### src/rtl/control_encoder_if.sv
// Handshake bundle between a control-signal producer, the encoder FIFO and the opcode consumer.
interface control_encoder_if #(
  parameter int unsigned DEPTH = 4,
  parameter int unsigned CNT_W = 8
);
  localparam int unsigned LW = $clog2(DEPTH) + 1;

  logic             in_valid;
  logic             in_ready;
  logic [7:0]       ctrl_in;
  logic             out_valid;
  logic             out_ready;
  logic [3:0]       out_opcode;
  logic [LW-1:0]    level;
  logic [CNT_W-1:0] illegal_cnt;
  logic             illegal_seen;

  modport master (
    output in_valid, ctrl_in, out_ready,
    input  in_ready, out_valid, out_opcode, level, illegal_cnt, illegal_seen
  );

  modport slave (
    input  in_valid, ctrl_in, out_ready,
    output in_ready, out_valid, out_opcode, level, illegal_cnt, illegal_seen
  );
endinterface

### src/rtl/control_encoder.sv
// Encodes a datapath control bundle back to its 4-bit opcode and queues opcodes in a small FIFO;
// bundles matching no opcode are dropped and counted.
module control_encoder #(
  parameter int unsigned DEPTH = 4,
  parameter int unsigned CNT_W = 8
) (
  input logic               clk,
  input logic               rst,
  control_encoder_if.slave  bus
);
  localparam int unsigned AW = $clog2(DEPTH);
  localparam int unsigned LW = AW + 1;

  logic [3:0]       mem_q [DEPTH];
  logic [AW-1:0]    wr_ptr_q, wr_ptr_d;
  logic [AW-1:0]    rd_ptr_q, rd_ptr_d;
  logic [LW-1:0]    level_q, level_d;
  logic [CNT_W-1:0] cnt_q, cnt_d;
  logic             seen_q, seen_d;

  logic       legal;
  logic [3:0] enc_op;
  logic       in_ready_w, out_valid_w;
  logic       accept, push, pop, drop;

  always_comb begin
    legal  = 1'b1;
    enc_op = '0;
    case (bus.ctrl_in)
      8'b0010_0100: enc_op = 4'b0000;
      8'b0011_0100: enc_op = 4'b0001;
      8'b0010_1000: enc_op = 4'b0010;
      8'b0011_1000: enc_op = 4'b0011;
      8'b1010_0000: enc_op = 4'b0100;
      8'b0100_0000: enc_op = 4'b0101;
      8'b0000_0010: enc_op = 4'b0110;
      8'b0000_0001: enc_op = 4'b0111;
      default:      legal  = 1'b0;
    endcase
  end

  // Ready depends on registered occupancy only, so a pop never frees a slot in the same cycle.
  always_comb begin
    in_ready_w  = (level_q < LW'(DEPTH));
    out_valid_w = (level_q != '0);
    accept      = bus.in_valid && in_ready_w;
    push        = accept && legal;
    drop        = accept && !legal;
    pop         = out_valid_w && bus.out_ready;
  end

  always_comb begin
    wr_ptr_d = push ? wr_ptr_q + AW'(1) : wr_ptr_q;
    rd_ptr_d = pop  ? rd_ptr_q + AW'(1) : rd_ptr_q;
    level_d  = level_q;
    case ({push, pop})
      2'b10:   level_d = level_q + LW'(1);
      2'b01:   level_d = level_q - LW'(1);
      default: level_d = level_q;
    endcase
    cnt_d  = (drop && (cnt_q != '1)) ? cnt_q + CNT_W'(1) : cnt_q;
    seen_d = seen_q | drop;
  end

  always_ff @(posedge clk) begin
    if (rst) begin
      wr_ptr_q <= '0;
      rd_ptr_q <= '0;
      level_q  <= '0;
      cnt_q    <= '0;
      seen_q   <= 1'b0;
    end else begin
      wr_ptr_q <= wr_ptr_d;
      rd_ptr_q <= rd_ptr_d;
      level_q  <= level_d;
      cnt_q    <= cnt_d;
      seen_q   <= seen_d;
    end
  end

  always_ff @(posedge clk) begin
    if (!rst && push) mem_q[wr_ptr_q] <= enc_op;
  end

  assign bus.in_ready     = in_ready_w;
  assign bus.out_valid    = out_valid_w;
  assign bus.out_opcode   = out_valid_w ? mem_q[rd_ptr_q] : 4'b0000;
  assign bus.level        = level_q;
  assign bus.illegal_cnt  = cnt_q;
  assign bus.illegal_seen = seen_q;
endmodule

### src/flat_wrapper.sv
// flat-port wrapper written by rule: the top's interface ports become plain ports
module control_encoder_flat 
#(
  parameter int unsigned DEPTH = 4,
  parameter int unsigned CNT_W = 8
)
  (clk, rst, bus_in_valid, bus_ctrl_in, bus_out_ready, bus_in_ready, bus_out_valid, bus_out_opcode, bus_level, bus_illegal_cnt, bus_illegal_seen);
  control_encoder_if #(.DEPTH(DEPTH), .CNT_W(CNT_W)) bus_i ();
  input logic clk;
  input logic rst;
  input wire logic [$bits(bus_i.in_valid)-1:0] bus_in_valid;
  input wire logic [$bits(bus_i.ctrl_in)-1:0] bus_ctrl_in;
  input wire logic [$bits(bus_i.out_ready)-1:0] bus_out_ready;
  output wire logic [$bits(bus_i.in_ready)-1:0] bus_in_ready;
  output wire logic [$bits(bus_i.out_valid)-1:0] bus_out_valid;
  output wire logic [$bits(bus_i.out_opcode)-1:0] bus_out_opcode;
  output wire logic [$bits(bus_i.level)-1:0] bus_level;
  output wire logic [$bits(bus_i.illegal_cnt)-1:0] bus_illegal_cnt;
  output wire logic [$bits(bus_i.illegal_seen)-1:0] bus_illegal_seen;
  assign bus_i.in_valid = bus_in_valid;
  assign bus_i.ctrl_in = bus_ctrl_in;
  assign bus_i.out_ready = bus_out_ready;
  assign bus_in_ready = bus_i.in_ready;
  assign bus_out_valid = bus_i.out_valid;
  assign bus_out_opcode = bus_i.out_opcode;
  assign bus_level = bus_i.level;
  assign bus_illegal_cnt = bus_i.illegal_cnt;
  assign bus_illegal_seen = bus_i.illegal_seen;
  control_encoder #(.DEPTH(DEPTH), .CNT_W(CNT_W)) u_core (.clk(clk), .rst(rst), .bus(bus_i));
endmodule
### config.mk
export PLATFORM = sky130hd
export DESIGN_NAME = control_encoder_flat
export DESIGN_NICKNAME = d
export VERILOG_FILES = /design/src/rtl/control_encoder_if.sv /design/src/rtl/control_encoder.sv /design/src/flat_wrapper.sv
export SDC_FILE = /design/constraint.sdc
export NUM_CORES = 1
export LEC_CHECK = 0
export BUFFER_PORTS_ARGS = -buffer_cell sky130_fd_sc_hd__buf_4
export CAP_MARGIN = 25
export CELL_PAD_IN_SITES_DETAIL_PLACEMENT = 1
export CELL_PAD_IN_SITES_GLOBAL_PLACEMENT = 1
export CORE_ASPECT_RATIO = 1.2
export CORE_MARGIN = 8
export CORE_UTILIZATION = 45
export CTS_BUF_LIST = sky130_fd_sc_hd__clkbuf_4 sky130_fd_sc_hd__clkbuf_8
export DETAILED_ROUTE_END_ITERATION = 12
export PLACE_DENSITY = 0.79
export SYNTH_ARGS = -nofsm -noshare
export SYNTH_HDL_FRONTEND = slang
export SYNTH_SLANG_ARGS = --single-unit
### constraint.sdc
create_clock -name clk -period 3.55 [get_ports clk]
set_clock_uncertainty 0.2 [all_clocks]
set_input_delay 0.5325 -clock clk [delete_from_list [all_inputs] [get_ports clk]]
set_output_delay 0.5325 -clock clk [all_outputs]
set_load 0.02 [all_outputs]
==> impl_metrics.csv, run 1 <==
group,metric,value,unit
route,viasPerCell,5.496,
route,post-route-drc-count,0,
timing,tightest_slew,640.4,ps
global_routing,grt_pass1_wl,6.037,mm
yosys,synthArstFlopShare,0,%
pwr,power_switching,177.5,µW
floorplanning,dieArea,0.005929,mm²
hold_path,min_path_cells,1,
timing,hold_viol_final,0,
critical_path,crit_arrival,2830,ps
yosys,yosys.area.top_type_share,21.56,%
clock_network,post_cts_resized,0,
route,wl_per_cell,16.86,µm
pwr,p_per_area,356.6,mW/mm²
layout,multi_input_area,882.1,µm²
pwr,swShare,25.13,%
timing,slew_violations,0,
timing,hold_ws,274.7,ps
status,status,"completed",
critical_path,max_stage_delay,370,ps
clock_network,cts.path.max_buffers,2,
critical_path,r2r_start,"u_core.bus.level[2]$_SDFFE_PP0P_",
yosys,synth_top_cell_by_area,"dfxtp_1",
floorplanning,ioPinCount,30,
timing,fmax,0.3538,GHz
clock_network,cts_num_sinks,30,
critical_path,cp.required,3550,ps
yosys,synth-xor-area-share,3.668,%
layout,area.sequential,720.7,µm²
yosys,postSynthNetCount,174,
global_routing,gr-total-overflow,0,
yosys,ys_top_cells_by_count,"dfxtp_1, nor2_1, edfxtp_1, inv_1, mux2_1",
hold_path,hp-class,"flip-flop to flip-flop",
clock_network,clk_pin_slew_worst_paths,70,ps
global_routing,grt_max_degree,30,
route,drt_wl_total,3.776,mm
timing,fin_crit,2827,ps
placement,io_buffers,28,
timing,min_period_over_period,79.62,%
critical_path,reg2reg_to,"u_core.bus.level[2]$_SDFFE_PP0P_",
yosys,syn_avg_cell_area,10.78,µm²
critical_path,path_class,"input port to flip-flop",
yosys,syn_area,0.001672,mm²
timing,rsz0062_at_grt,"false",
pwr,seq_power_share,51.9,%
floorplanning,start_util,46.39,%
yosys,synth_cells,155,
layout,drive_gt1_share,28.11,%
yosys,synth-edff-count,12,
yosys,synthFlopType,"dfxtp_1",
timing,setup_tns,0,ps
critical_path,worstSetupEndpointType,"flip-flop",
hold_path,hold-path-endpoint,"u_core.bus.illegal_seen$_SDFF_PP0_",
placement,placed_cell_area,0.001896,mm²
flow_run,max-cap-violations,0,
pwr,p_int,528.8,µW
layout,fin_nets,203,
critical_path,cpMostUsedCell,"xor2_1",
clock_network,cts_inserted_buffers,5,
clock_network,post_cts_buffers,0,
layout,area_growth,18.49,%
layout,fill_cells,404,
critical_path,critPathLaunchType,"input port",
floorplanning,row_count,24,
yosys,synthMuxAreaShare,10.63,%
route,dr.pass1.iters,4,
clock_network,cts_hold_buf,0,
pwr,p_clk_share,37.0,%
yosys,synth_top_family_by_area,"simple AND/OR/NAND/NOR gates",
layout,diodes,0,
hold_path,hold_start,"u_core.bus.illegal_seen$_SDFF_PP0_",
clock_network,htreeDepth,2,
route,antenna_left,0,
placement,place_congestion,0.8310,
global_routing,grt_pass1_vias,1320,
critical_path,cp_max_fo,7,
pwr,power_frac_comb,11.1,%
floorplanning,die_height,82.77,µm
placement,hpwlAfterDp,2.950,mm
floorplanning,coreArea,0.003603,mm²
pwr,ir_worst_vdd,0.2558,mV
global_routing,antenna_found_initial,0,
floorplanning,die-width,71.64,µm
yosys,synth_seq_area_share,43.11,%
route,dr_total_vias,1231,
yosys,yosys_register_bits,30,
timing,slew-limit-headroom,56.91,%
layout,final_area,0.001981,mm²
clock_network,clockRootBuffer,"clkbuf_8",
critical_path,crit_slowest_cell,"fa_1",
timing,setup_viol,0,
global_routing,grt.total_usage,12.91,%
yosys,yosysWarnings,0,
yosys,synth.most_common_cell,"dfxtp_1",
yosys,yosys.area_share.simple,25.90,%
critical_path,path_cells,"buf_4 -> xor2_1 -> mux2_1 -> a32o_1 -> nand3_2 -> ha_1 -> inv_1 -> fa_1 -> xor2_1 -> or3_1 -> a21oi_1",
critical_path,setup.worst_path.start,"bus_ctrl_in[2]",
yosys,synth_adder_area_share,5.689,%
critical_path,regToRegSetupSlack,1130,ps
yosys,synth_compound_area_share,6.662,%
critical_path,r2r.worst_path.cells,8,
yosys,synthTopCellsByArea,"dfxtp_1, edfxtp_1, mux2_1, ha_1, mux4_2",
pwr,leakage,0.0007851,µW
route,drt-initial-drc-count,68,
clock_network,cts_tree,"done",
yosys,synthDistinctLibCells,46,
clock_network,clk_latency,270,ps
==> power by group through the flow <==
| stage | logic (µW) | registers (µW) | clock network, µW |
|---|---|---|---|
| final | 78.1 | 367 | 261 |
| after CTS | 78.9 | 367 | 271 |
| after global placement | 74.7 | 374 | 0 |
| after global routing | 84.5 | 368 | 281 |
| after floorplan | 42.7 | 378 | 0 |
| after detailed placement | 77.8 | 375 | 0 |
==> layout make-up <==
type	instances	area share, %
multi-input combinational	110	44.54
sequential	30	36.39
timing repair buffer	28	10.61
clock buffer	5	3.474
tap	39	2.464
inverter	9	1.706
clock inverter	3	0.8212
==> critical path: cells and delay by family <==
kind / cells / cell delay [ps]
xor+xnor: 2 / 350
compound gates: 2 / 380
buf+inv: 2 / 180
fa+ha+maj: 2 / 590
simple gates: 2 / 470
mux: 1 / 320
==> metrics by stage <==
| stage | utilization [%] | power, µW | setup slack (ps) | instances |
|---|---|---|---|---|
| after floorplan | - | 420.7 | 652.2 | 155 |
| after global placement | 52.60 | 448.6 | 582.2 | 216 |
| after detailed placement | 52.60 | 452.4 | 446.0 | 216 |
| after CTS | 54.97 | 717.2 | 731.7 | 224 |
| after global routing | 54.97 | 733.4 | 653.6 | 224 |
| final | 54.97 | 706.2 | 723.4 | 224 |
==> how the worst max path moves through the flow <==
stage                                       endpoint  cells past startpoint
finish              u_core.bus.level[2]$_SDFFE_PP0P_                     11
global route        u_core.bus.level[2]$_SDFFE_PP0P_                     11
CTS                 u_core.bus.level[2]$_SDFFE_PP0P_                     11
detailed placement  u_core.bus.level[2]$_SDFFE_PP0P_                     11
global placement    u_core.bus.level[2]$_SDFFE_PP0P_                     11
floorplan           u_core.bus.level[2]$_SDFFE_PP0P_                     11
==> flip-flops by register name, indices dropped and copies added, names as in the netlist, named ones only <==
name / flops
u_core.mem_q: 12
u_core.bus.illegal_cnt: 8
u_core.bus.level: 3
u_core.rd_ptr_q: 2
u_core.bus.illegal_seen: 1
u_core.wr_ptr_q: 2
==> routing by layer <==
layer  vias to the layer above  GRT usage [%]  wire [µm]
li1                        604              -          -
met1                       606          12.31       1468
met2                        19          27.10       2178
met3                         2          2.899        107
met4                         0          2.863         22
met5                         -              0          0
==> cell usage in the layout, fill, tap and decap left out, types with 6 or more instances in the layout <==
cell type  count
buf_4         28
dfxtp_1       18
nor2_1        17
edfxtp_1      12
inv_1          9
mux2_1         7
and2_1         6
ha_1           6
==> cell families after synthesis <==
logic type / count (synthesis)
other: 1
flip-flops: 30
AO/OA/AOI/OAI: 13
AND/OR/NAND/NOR: 69
buffers and inverters: 15
multiplexers: 13
adder cells (fa/ha/maj): 7
XOR/XNOR: 7
(Power assumes the default switching activity.)
==> inputs of run 2 (changes only) <==
ABC_AREA = 1   (was unset)
CORE_UTILIZATION = 43   (was 45)
clock period = 2.73 ns   (was 3.55 ns; I/O delays follow)
==> run 2 against run 1 <==
Flip-flop and latch count unchanged. First-iteration DRC count down 46%. Sequential share of layout area down 2.4 points. Sequential power up 30%. Core utilization down 1.5 points. Via count up 23%. Synthesized area up 6.8%. Cell count up 38%. Synthesized cell count up 43%. Design area up 7.2%. Critical path type unchanged. Largest cell class unchanged.
==> impl_metrics.csv, run 2 <==
group,metric,value,unit
timing,setup_viol,0,
floorplanning,start_util,44.94,%
clock_network,post_cts_resized,0,
critical_path,path_class,"input port to flip-flop",
timing,fin_crit,2363,ps
placement,place_ws,96.30,ps
pwr,power_frac_comb,12.0,%
global_routing,gr-total-overflow,0,
yosys,synth_top_cell_by_area,"dfxtp_1",
layout,area_growth,18.92,%
route,post-route-drc-count,0,
critical_path,crit_arrival,2330,ps
global_routing,antenna_found_initial,0,
placement,placed_cell_area,0.002043,mm²
critical_path,worstSetupEndpointType,"flip-flop",
yosys,synthMuxAreaShare,0,%
yosys,syn_area,0.001785,mm²
global_routing,grt_pass1_wl,7.182,mm
global_routing,grt_max_degree,13,
critical_path,cp.required,2700,ps
floorplanning,row_count,25,
yosys,postSynthNetCount,241,
pwr,swShare,25.73,%
timing,min_period_over_period,86.57,%
timing,fmax,0.4231,GHz
yosys,yosys.area.top_type_share,20.18,%
pwr,p_per_area,433.1,mW/mm²
timing,rsz0062_at_grt,"false",
layout,final_area,0.002123,mm²
yosys,synth_compound_area_share,8.970,%
pwr,leakage,0.0009123,µW
route,wl_per_cell,13.65,µm
yosys,synth_seq_area_share,40.36,%
yosys,synth.most_common_cell,"nor2_1",
yosys,synthTopCellsByArea,"dfxtp_1, edfxtp_1, nor2_1, nand2_1, inv_1",
status,status,"completed",
route,dr_total_vias,1516,
clock_network,clk_latency,280,ps
global_routing,grt_pass1_vias,1622,
clock_network,cts_num_sinks,30,
layout,fin_nets,274,
yosys,syn_avg_cell_area,8.043,µm²
route,antenna_left,0,
pwr,power_switching,236.6,µW
critical_path,path_cells,"buf_4 -> inv_2 -> nand2_2 -> nand2_1 -> nor2_4 -> nor2_8 -> nand2_4 -> nand2_8 -> ha_1 -> inv_1 -> fa_1 -> a21oi_1 -> o21ai_0 -> o21ai_0 -> a21oi_1",
clock_network,cts.path.max_buffers,2,
timing,setup_tns,0,ps
placement,place_congestion,0.7694,
pwr,p_int,682.9,µW
clock_network,cts_inserted_buffers,5,
timing,slew_violations,0,
timing,slew-limit-headroom,67.02,%
layout,diodes,0,
yosys,synth-xor-area-share,0,%
placement,hpwlAfterDp,3.433,mm
yosys,synthFlopType,"dfxtp_1",
pwr,p_clk_share,35.9,%
timing,finalWorstSetupSlack,366.7,ps
global_routing,grt.total_usage,14.35,%
hold_path,hp-class,"input port to flip-flop",
pwr,ir_worst_vdd,0.2938,mV
clock_network,cts_hold_buf,0,
yosys,synthArstFlopShare,0,%
critical_path,max_stage_delay,380,ps
clock_network,post_cts_buffers,0,
route,drt-initial-drc-count,37,
critical_path,cp_top_family,"simple AND/OR/NAND/NOR gates",
critical_path,cp_max_fo,7,
route,viasPerCell,4.890,
yosys,synth_adder_area_share,5.326,%
layout,final_util,53.45,%
route,dr.pass1.iters,5,
critical_path,path_buf_inv,3,
timing,hold_viol_final,0,
timing,tightest_slew,489.5,ps
floorplanning,dieArea,0.006479,mm²
floorplanning,coreArea,0.003973,mm²
layout,final_common_cell,"nor2_1",
yosys,synthDistinctLibCells,30,
floorplanning,die-width,74.83,µm
yosys,ys_top_cells_by_count,"nor2_1, nand2_1, inv_1, dfxtp_1",
floorplanning,ioPinCount,30,
pwr,seq_power_share,52.0,%
layout,drive_gt1_share,28.13,%
yosys,synth_top_family_by_area,"simple AND/OR/NAND/NOR gates",
clock_network,htreeDepth,2,
clock_network,clockRootBuffer,"clkbuf_8",
yosys,synth_cells,222,
critical_path,crit_slowest_cell,"fa_1",
yosys,yosysWarnings,0,
yosys,yosys.area_share.simple,35.81,%
flow_run,max-cap-violations,0,
layout,top_register,"u_core.mem_q",
yosys,yosys_register_bits,30,
yosys,synth-edff-count,12,
clock_network,cts_tree,"done",
clock_network,clk_pin_slew_worst_paths,70,ps
placement,io_buffers,28,
layout,largest_reg_flops,12,
critical_path,critPathLaunchType,"input port",
route,drt_wl_total,4.233,mm
layout,final_cell_mix,"nor2_1, nand2_1, buf_4",
floorplanning,die_height,86.59,µm
## run 2: power groups by stage
| stage | sequential (µW) | combinational (µW) | clock, µW |
|---|---|---|---|
| after floorplan | 494 | 63.9 | 0 |
| after global placement | 488 | 108 | 0 |
| after detailed placement | 488 | 112 | 0 |
| after CTS | 479 | 112 | 341 |
| after global routing | 480 | 124 | 357 |
| final | 478 | 111 | 331 |
## run 2: final cells by class
cell class,instances,area (µm²)
fillers,513,1849
clock buffers,5,68.82
inverters,35,131.4
flip-flops and latches,30,720.7
clock inverters,3,11.26
multi-input cells,153,898.4
repair buffers,30,225.2
well taps,54,67.56
## run 2: cells by family after synthesis
family          Yosys count
simple gates            116
buf+inv                  39
flops                    30
compound gates           29
fa+ha+maj                 7
other cells               1
## run 2: worst paths after layout
check	from	to	slack, ps	cells past startpoint
setup / recovery	bus_ctrl_in[1]	u_core.bus.level[2]$_SDFFE_PP0P_	370	15
hold / removal	rst	u_core.wr_ptr_q[0]$_SDFFE_PP0P_	190	2
setup reg to reg	u_core.bus.level[2]$_SDFFE_PP0P_	u_core.bus.level[2]$_SDFFE_PP0P_	530	11
hold reg to reg	u_core.rd_ptr_q[1]$_SDFFE_PP0P_	u_core.rd_ptr_q[1]$_SDFFE_PP0P_	280	2
## run 2: stage by stage
| step | total power (µW) | cells | hold slack [ps] |
|---|---|---|---|
| floorplan | 558.2 | 222 | 235.6 |
| global placement | 595.6 | 302 | 251.5 |
| detailed placement | 600.2 | 302 | 272.4 |
| CTS | 931.8 | 310 | 187.1 |
| global route | 961.0 | 310 | 188.6 |
| finish | 919.5 | 310 | 192.8 |
## run 2: routing by layer
metal / up-vias / share of wire, % / GRT usage, %
met2: 24 / 54 / 27.01
met5: - / 0 / 0
met1: 708 / 40 / 14.10
li1: 779 / - / -
met4: 0 / 1.4 / 5.000
met3: 5 / 4.2 / 4.042
==> inputs of run 3 (changes only) <==
ABC_AREA = unset   (was 1)
ABC_CLOCK_PERIOD_IN_PS = 2730   (was unset)
CTS_BUF_LIST = unset   (was sky130_fd_sc_hd__clkbuf_4 sky130_fd_sc_hd__clkbuf_8)
PLACE_DENSITY = 0.76   (was 0.79)
==> run 3 against run 2 <==
Register-to-register slack got worse by 150 ps. Critical path type unchanged. Sequential share of layout area rose by 0.12 points. Fmax fell by 4.5%.
==> impl_metrics.csv, run 3 (synthesis gave the netlist of run 1 again) <==
group,metric,value,unit
layout,area_growth,26.57,%
route,drt_wl_total,3.791,mm
clock_network,cts.path.max_buffers,2,
floorplanning,ioPinCount,30,
global_routing,gr-total-overflow,0,
clock_network,post_cts_resized,0,
placement,io_buffers,28,
placement,place_congestion,0.7426,
critical_path,r2r.worst_path.cells,8,
global_routing,grt.total_usage,13.51,%
timing,setup_viol,0,
route,viasPerCell,5.056,
placement,placed_cell_area,0.002024,mm²
timing,tightest_slew,640.8,ps
pwr,p_per_area,447.9,mW/mm²
timing,slew_violations,0,
pwr,leakage,0.0008551,µW
critical_path,reg2reg_to,"u_core.bus.level[2]$_SDFFE_PP0P_",
timing,fin_crit,2474,ps
layout,fin_nets,215,
flow_run,max-cap-violations,0,
layout,top_register,"u_core.mem_q",
critical_path,path_class,"input port to flip-flop",
layout,final_area,0.002116,mm²
hold_path,min_path_cells,1,
route,drt-initial-drc-count,40,
layout,drive_gt1_share,32.99,%
critical_path,r2r_start,"u_core.bus.level[2]$_SDFFE_PP0P_",
layout,largest_reg_flops,12,
layout,diodes,0,
global_routing,antenna_found_initial,0,
floorplanning,die_height,84.30,µm
hold_path,hold_start,"u_core.bus.illegal_seen$_SDFF_PP0_",
clock_network,clk_latency,280,ps
route,dr.pass1.iters,3,
global_routing,grt-busiest-layer,"met2",
clock_network,cts_tree,"done",
critical_path,cp_max_fo,7,
timing,fmax,0.4042,GHz
floorplanning,start_util,43.45,%
route,post-route-drc-count,0,
clock_network,post_cts_buffers,0,
global_routing,gr-usage-met1,13.13,%
clock_network,cts_inserted_buffers,5,
floorplanning,dieArea,0.006147,mm²
pwr,ir_worst_vdd,0.2884,mV
timing,setup_tns,0,ps
floorplanning,row_count,25,
placement,hpwlAfterDp,3.045,mm
clock_network,htreeDepth,2,
route,wl_per_cell,15.10,µm
clock_network,cts_hold_buf,0,
layout,final_common_cell,"buf_4",
timing,hold_viol_final,0,
global_routing,grt_pass1_vias,1431,
timing,min_period_over_period,90.63,%
route,antenna_left,0,
hold_path,hold-path-endpoint,"u_core.bus.illegal_seen$_SDFF_PP0_",
global_routing,grt_pass1_wl,6.527,mm
clock_network,clockRootBuffer,"clkbuf_8",
global_routing,grt_util_met3,4.291,%
critical_path,worstSetupEndpointType,"flip-flop",
critical_path,max_stage_delay,380,ps
critical_path,crit_slowest_cell,"fa_1",
floorplanning,coreArea,0.003847,mm²
critical_path,regToRegSetupSlack,380,ps
critical_path,crit_arrival,2490,ps
pwr,power,947.7,µW
clock_network,clk_pin_slew_worst_paths,60,ps
timing,rsz0062_at_grt,"false",
hold_path,hp-class,"flip-flop to flip-flop",
placement,place_ws,-53.14,ps
timing,slew-limit-headroom,56.88,%
clock_network,cts_num_sinks,30,
layout,final_cell_mix,"buf_4, dfxtp_1, nor2_1",
critical_path,cpMostUsedCell,"xor2_1",
critical_path,path_cells,"buf_4 -> xor2_1 -> mux2_2 -> a32o_1 -> nand3_4 -> ha_4 -> inv_1 -> fa_1 -> xor2_1 -> or3_1 -> a21oi_1",
critical_path,critPathLaunchType,"input port",
global_routing,grt_max_degree,30,
status,status,"completed",
timing,finalWorstSetupSlack,255.8,ps
route,dr_total_vias,1269,
global_routing,grtUsageMet2,25.29,%
layout,final_util,54.99,%
critical_path,cp.required,2750,ps
floorplanning,die-width,72.92,µm
[run 3: cell types whose count changed in the layout (fill, tap and decap cells not counted), moves of 6 or more]
cell / before / now
nand3_1: 9 / 2
nand2_2: 7 / 1
a21oi_1: 11 / 2
nor2_1: 39 / 17
nand4_1: 8 / 2
buf_4: 30 / 40
and2_1: 0 / 6
inv_1: 27 / 9
o21ai_0: 12 / 3
inv_2: 8 / 0
nand2_1: 33 / 5
mux2_1: 0 / 7
[run 3: cell type report]
cell class / instances / area, µm²
clock buffers: 7 / 86.33
clock inverters: 1 / 5.005
fillers: 452 / 1732
inverters: 9 / 33.78
multi-input cells: 110 / 902.1
flip-flops and latches: 30 / 720.7
well taps: 54 / 67.56
repair buffers: 40 / 300.3
[run 3: layer usage]
layer	part of all wire (%)	vias to the layer above	routed length, µm
li1	-	624	-
met1	38	620	1431
met2	58	19	2186
met3	3.0	6	114
met4	1.6	0	59
met5	0	-	0
[run 3: power breakdown]
part	leakage, µW	switching (µW)	internal, µW
combinational	0.000566	59.4	50.4
clock	0.0000482	158	203
sequential	0.000240	7.27	470
total	0.000855	225	723
[run 3: worst max-delay path by stage]
stage / start / end / slack [ps]
floorplan: bus_ctrl_in[1] / u_core.bus.level[2]$_SDFFE_PP0P_ / 2
global placement: bus_ctrl_in[1] / u_core.bus.level[2]$_SDFFE_PP0P_ / 20
detailed placement: bus_ctrl_in[1] / u_core.bus.level[2]$_SDFFE_PP0P_ / -50
CTS: bus_ctrl_in[1] / u_core.bus.level[2]$_SDFFE_PP0P_ / 250
global route: bus_ctrl_in[2] / u_core.bus.level[2]$_SDFFE_PP0P_ / 160
finish: bus_ctrl_in[1] / u_core.bus.level[2]$_SDFFE_PP0P_ / 260
[run 3: per-stage QoR]
| stage | hold slack (ps) | std cells |
|---|---|---|
| floorplan | 284.7 | 155 |
| global placement | 257.7 | 243 |
| detailed placement | 261.4 | 243 |
| CTS | 276.4 | 251 |
| global route | 281.7 | 251 |
| finish | 271.7 | 251 |
[run 3: critical path: cells and delay by family]
| kind | cells | cell delay (ps) |
|---|---|---|
| compound gates | 2 | 420 |
| xor+xnor | 2 | 300 |
| fa+ha+maj | 2 | 510 |
| buf+inv | 2 | 190 |
| mux | 1 | 260 |
| simple gates | 2 | 400 |
